## src/rtl/blackjack_table.sv

```systemverilog
// blackjack_table: multi-seat blackjack round controller with card-deck handshake; CHARLIE_RULE_EN makes a full non-bust hand an automatic win
module blackjack_table #(
  parameter int NUM_SEATS    = 2,
  parameter int MAX_CARDS    = 5,
  parameter int DEALER_STAND = 17
) (
  input  logic                   i_clk,
  input  logic                   i_reset,
  input  logic                   i_start,
  input  logic                   i_hit,
  input  logic                   i_stand,
  output logic                   o_cardReq,
  input  logic                   i_cardValid,
  input  logic [3:0]             i_cardRank,
  output logic [NUM_SEATS*6-1:0] o_seatSum,
  output logic [5:0]             o_dealerSum,
  output logic [2:0]             o_state,
  output logic [1:0]             o_activeSeat,
  output logic [NUM_SEATS*2-1:0] o_result,
  output logic                   o_done
);
  typedef enum logic [2:0] {IDLE = 3'd0, DEAL = 3'd1, PLAYER = 3'd2, DEALER = 3'd3, RESOLVE = 3'd4, DONE = 3'd5} state_t;
  localparam int NH = NUM_SEATS + 1;
  localparam logic [2:0] DH = 3'(NUM_SEATS);
  localparam logic [3:0] NS = 4'(NUM_SEATS);
  localparam logic [3:0] LAST_DEAL = 4'(2 * NUM_SEATS + 1);
  localparam logic [1:0] LAST_SEAT = 2'(NUM_SEATS - 1);
  localparam logic [2:0] MAXC = 3'(MAX_CARDS);
  localparam logic [5:0] STAND = 6'(DEALER_STAND);
  state_t state_q, state_d;
  logic req_q, req_d;
  logic [3:0] di_q, di_d;
  logic [1:0] act_q, act_d;
  logic [5:0] up_q, up_d;
  logic [5:0] hard_q [NH];
  logic [5:0] hard_d [NH];
  logic ace_q [NH];
  logic ace_d [NH];
  logic [2:0] cnt_q [NH];
  logic [2:0] cnt_d [NH];
  logic [1:0] res_q [NUM_SEATS];
  logic [1:0] res_d [NUM_SEATS];
  logic [5:0] val, a_sum, d_sum, s;
  logic [2:0] tgt, a_cnt;
  logic take, all_bust, d_nat, nat, ch;
  function automatic logic [5:0] best(input logic [5:0] h, input logic a);
    return (a && h <= 6'd11) ? h + 6'd10 : h;
  endfunction
  always_comb begin
    val = i_cardRank >= 4'd10 ? 6'd10 : {2'b00, i_cardRank};
    take = req_q & i_cardValid;
    d_sum = best(hard_q[NUM_SEATS], ace_q[NUM_SEATS]);
    d_nat = cnt_q[NUM_SEATS] == 3'd2 && d_sum == 6'd21;
    a_sum = '0;
    a_cnt = '0;
    all_bust = 1'b1;
    s = '0;
    nat = 1'b0;
    ch = 1'b0;
    for (int i = 0; i < NUM_SEATS; i++) begin
      if (act_q == 2'(i)) begin
        a_sum = best(hard_q[i], ace_q[i]);
        a_cnt = cnt_q[i];
      end
      all_bust &= hard_q[i] > 6'd21;
    end
    tgt = state_q == DEALER ? DH :
          state_q == PLAYER ? {1'b0, act_q} :
          di_q < NS ? di_q[2:0] :
          (di_q == NS || di_q == LAST_DEAL) ? DH : 3'(di_q - NS - 4'd1);
    state_d = state_q;
    req_d = req_q;
    di_d = di_q;
    act_d = act_q;
    up_d = up_q;
    hard_d = hard_q;
    ace_d = ace_q;
    cnt_d = cnt_q;
    res_d = res_q;
    case (state_q)
      IDLE, DONE: if (i_start) begin
        state_d = DEAL;
        req_d = 1'b1;
        di_d = '0;
        act_d = '0;
        up_d = '0;
        for (int i = 0; i < NH; i++) begin
          hard_d[i] = '0;
          ace_d[i] = 1'b0;
          cnt_d[i] = '0;
        end
        for (int i = 0; i < NUM_SEATS; i++) res_d[i] = '0;
      end
      DEAL: begin
        req_d = !(take);
        if (take) begin
          di_d = di_q + 4'd1;
          if (di_q == LAST_DEAL) begin
            req_d = 1'b0;
            state_d = PLAYER;
            act_d = '0;
          end
        end
      end
      PLAYER: begin
        if (req_q) req_d = !i_cardValid;
        else if (a_sum >= 6'd21 || a_cnt == MAXC || i_stand) begin
          act_d = act_q == LAST_SEAT ? act_q : act_q + 2'd1;
          state_d = act_q == LAST_SEAT ? DEALER : PLAYER;
        end else if (i_hit) req_d = 1'b1;
      end
      DEALER: begin
        if (req_q) req_d = !i_cardValid;
        else if (all_bust || d_sum >= STAND || cnt_q[NUM_SEATS] == MAXC) state_d = RESOLVE;
        else req_d = 1'b1;
      end
      RESOLVE: begin
        state_d = DONE;
        for (int i = 0; i < NUM_SEATS; i++) begin
          s = best(hard_q[i], ace_q[i]);
          nat = cnt_q[i] == 3'd2 && s == 6'd21;
`ifdef CHARLIE_RULE_EN
          ch = cnt_q[i] == MAXC;
`else
          ch = 1'b0;
`endif
          res_d[i] = hard_q[i] > 6'd21 ? 2'b01 :
                     (ch || d_sum > 6'd21 || s > d_sum || (s == d_sum && nat && !d_nat)) ? 2'b11 :
                     (s < d_sum || (s == d_sum && !nat && d_nat)) ? 2'b01 : 2'b10;
        end
      end
      default: state_d = IDLE;
    endcase
    for (int i = 0; i < NH; i++) begin
      if (take && tgt == 3'(i)) begin
        hard_d[i] = hard_q[i] + val;
        cnt_d[i] = cnt_q[i] + 3'd1;
        ace_d[i] = ace_q[i] | (i_cardRank == 4'd1);
      end
    end
    if (take && tgt == DH && cnt_q[NUM_SEATS] == 3'd0) up_d = val;
  end
  always_ff @(posedge i_clk) begin
    if (i_reset) begin
      state_q <= IDLE;
      req_q <= 1'b0;
      di_q <= '0;
      act_q <= '0;
      up_q <= '0;
      for (int i = 0; i < NH; i++) begin
        hard_q[i] <= '0;
        ace_q[i] <= 1'b0;
        cnt_q[i] <= '0;
      end
      for (int i = 0; i < NUM_SEATS; i++) res_q[i] <= '0;
    end else begin
      state_q <= state_d;
      req_q <= req_d;
      di_q <= di_d;
      act_q <= act_d;
      up_q <= up_d;
      hard_q <= hard_d;
      ace_q <= ace_d;
      cnt_q <= cnt_d;
      res_q <= res_d;
    end
  end
  always_comb begin
    o_seatSum = '0;
    o_result = '0;
    for (int i = 0; i < NUM_SEATS; i++) begin
      o_seatSum[6*i +: 6] = best(hard_q[i], ace_q[i]);
      o_result[2*i +: 2] = res_q[i];
    end
  end
  assign o_cardReq = req_q;
  assign o_state = state_q;
  assign o_activeSeat = act_q;
  assign o_done = state_q == DONE;
  assign o_dealerSum = (state_q == DEALER || state_q == RESOLVE || state_q == DONE) ? d_sum : up_q;
endmodule

```

## config.mk

```make
export PLATFORM = sky130hd
export DESIGN_NAME = blackjack_table
export DESIGN_NICKNAME = d
export VERILOG_FILES = /design/src/rtl/blackjack_table.sv
export SDC_FILE = /design/constraint.sdc
export NUM_CORES = 1
export LEC_CHECK = 0
export CAP_MARGIN = 20
export CORE_AREA = 2 2 104 106
export CTS_BUF_LIST = sky130_fd_sc_hd__clkbuf_4 sky130_fd_sc_hd__clkbuf_8
export CTS_CLUSTER_DIAMETER = 100
export CTS_CLUSTER_SIZE = 8
export DETAILED_ROUTE_END_ITERATION = 12
export DIE_AREA = 0 0 106 108
export GPL_TIMING_DRIVEN = 0
export PLACE_DENSITY = 0.63
export SLEW_MARGIN = 20
export SYNTH_ARGS = -nofsm -noshare
export SYNTH_HDL_FRONTEND = slang
export SYNTH_SLANG_ARGS = --single-unit
```

## constraint.sdc

```tcl
create_clock -name i_clk -period 3 [get_ports i_clk]
set_input_delay 0.9 -clock i_clk [delete_from_list [all_inputs] [get_ports i_clk]]
set_output_delay 0.9 -clock i_clk [all_outputs]
set_load 0.05 [all_outputs]
```

==> metrics <==
CTS tree done; HPWL Detailed 8950 µm; root buf cell clkbuf_8; HP Class reg -> reg; sequential area share after synthesis 24.0%; crit path cell chain or4b_2 -> a22o_4 -> mux2_2 -> buf_6; Vias/cell 5.68; Yosys cell types 66; Synth Warn # 0; row count 37; kind of critical path reg -> out; Clk Latency, worst-skew pair 310 ps; WL met2 5600 µm; total negative slack 0 ps; Congestion Overflow GR 0; WP buf/inv 1; vias in the first global route 3736; Pwr Total 2.58 mW; worst path required time 2100 ps; Vias 4086; CTS Buf Count 5; cell area after placement 0.00454 mm²; Slew headroom 38.4%; met3 WL 713 µm; Avg Cell Area, Syn 7.52 µm²; Worst path max stage delay 650 ps; cell family with most CP delay simple AND/OR/NAND/NOR gates; Syn Inst Count 532; Slowest-stage cell, CP or4b_2; port bufs 37; Fin. Hold Viols 0; nets 636; Leakage Power 1.84 nW; Peak VDD IR 0.000357 V; Remaining DRCs 0; final worst slack 47.9 ps; status complete, no violations; pwr/cell area 535 mW/mm²; final WL 12100 µm; Max Used Layer met4; Metal-1 WL 5520 µm; Ant. Diodes 0; die area 0.0114 mm²; Place WS -726 ps; Highest Clock Rate 339 MHz; Synth Net Count 585; max-slew violation count 0; drt wl/cell 16.7 µm; die span in y 108 µm; minimum clock period 2950 ps; RSZ-0062 raised after global routing false; top_reg_cell synth dfxtp_1; fin util 47.2%; Post-Syn Area 0.00400 mm²; drt pass-1 iters 5; asr flop ratio synth 0%; final non-filler cell total 720; clk sinks 48; CTS Buffer Depth 2; Finished Cell Area 0.00483 mm²; CP arrival 2050 ps; skew final 7.21 ps; max-cap violations 0; initial core utilization 39.1%; Detailed Route Iter0 Violations 259; layout cell share with drive strength beyond 1 12.8%; crit-path max FO 9; Fin Hold WS 485 ps; initial antenna violation count 0; fillcell total 1027; GRT Util Overall 20.7%; Final Cycle Share 98.4%; Area Growth Syn to Fin 20.6%; Die Wd 106 µm; Routed Antenna Nets 0; core area 0.0102 mm²; clock slew at reported path FFs 100 ps; RD Place Congestion 0.890; post-synthesis register bit count 48; Setup crit end kind primary output; Slew @ Worst Pin 911 ps; largest net degree at the start of global routing 16; Worst Setup Start Kind flop; dpl cells 705; io pins 39; H-Tree Depth 2; final setup fails 0; first-pass GRT wire length 18800 µm; Post-synth EDFFs 0
==> routing by layer <==
metal  GRT usage, %  vias up
met4           6.86        0
met3           3.13       17
met2           34.4      153
li1               -     1987
met5              0        -
met1           27.6     1929
==> cells in the mapped netlist (all sizes together), types with 7 or more instances <==
cell type  count  area (µm²)
a21oi         54         270
dfxtp         48         961
nor2          48         180
nand2         47         176
ha            40         500
inv           36         135
o21ai         30         150
nand3         27         135
clkbuf        25        93.8
nor2b         13        81.3
nor3          12        60.1
a31oi         11        68.8
nand2b        11        68.8
xnor2         11        96.3
mux2i         10         100
or3            7        48.8
==> cell families (layout without fill, tap and decap cells) <==
group | count (synthesis) | after routing | share of synthesized area [%]
adder cells (fa/ha/maj) | 43 | 43 | 14.0
flip-flops | 48 | 48 | 24.0
buffers and inverters | 68 | 120 | 6.82
AO/OA/AOI/OAI | 136 | 136 | 20.9
multiplexers | 15 | 15 | 3.91
AND/OR/NAND/NOR | 208 | 208 | 27.3
XOR/XNOR | 14 | 14 | 3.06
==> registers in the layout, indices dropped and copies added, names as in the netlist <==
signal	count
hard_q	18
di_q	4
o_state	3
up_q	4
o_cardReq	1
o_activeSeat	2
o_result	4
ace_q	3
cnt_q	9
==> repair_timing <==
action | 4_1_cts | 5_1_grt
gates resized for setup | 63 | 26
pin swaps | 1 | 1
endpoints found under the setup margin | 25 | 23
hold buffers | 0 | 0
buffers inserted | 3 | 6
==> cells in the final DEF (no fill, tap or decap), types with 5 or more instances in the layout <==
master,Yosys,layout
inv_1,36,35
xnor2_1,11,9
nand2_1,47,46
a21oi_1,54,53
clkdlybuf4s50_1,0,19
nor2_1,48,48
a21o_1,5,5
mux2i_1,10,8
ha_1,40,40
dfxtp_1,48,44
nand3b_1,5,5
and3_1,6,6
clkbuf_1,25,20
or3_1,6,6
buf_4,2,11
clkdlybuf4s15_2,0,6
nor3_1,12,12
nand2b_1,11,11
mux2_2,5,5
o21ai_0,30,27
clkbuf_8,0,6
nor2b_1,13,12
nand3_1,27,27
a31oi_1,11,9
==> where the power goes <==
part | leakage [nW] | total, mW | switching, mW | internal, mW
clock network | 0.0434 | 0.439 | 0.251 | 0.188
logic | 1.41 | 1.36 | 0.872 | 0.490
registers | 0.390 | 0.779 | 0.0830 | 0.696
total | 1.84 | 2.58 | 1.21 | 1.37
==> area by class of cell <==
type                    instances  area, µm²  share of cell area [%]
flip-flops and latches         48        968                    20.1
multi-input cells             416       2880                    59.7
clock inverters                 2       15.0                   0.311
repair buffers                 46        437                    9.05
inverters                      37        139                    2.88
well taps                     136        170                    3.53
clock buffers                   6       82.6                    1.71
plain buffers                  29        133                    2.75
==> path summary, 6_finish.rpt <==
| check | start | to | slack (ps) | cells after the start |
|---|---|---|---|---|
| min reg2reg | up_q[0] | up_q[0] | 480 | 2 |
| max reg2reg | hard_q[17] | o_result[1] | 130 | 11 |
| min | up_q[0] | up_q[0] | 480 | 2 |
| max | hard_q[4] | o_dealerSum[2] | 50 | 4 |
==> worst register-to-register path: cells and delay by family (launching register included) <==
family	cells	cell delay [ps]
DFF	1	320
adders and majority gates	1	300
buffers and inverters	2	260
AOI/OAI and AO/OA	3	600
and+or+nand+nor	5	1350
Note: power is estimated with default switching activity, not from simulation.
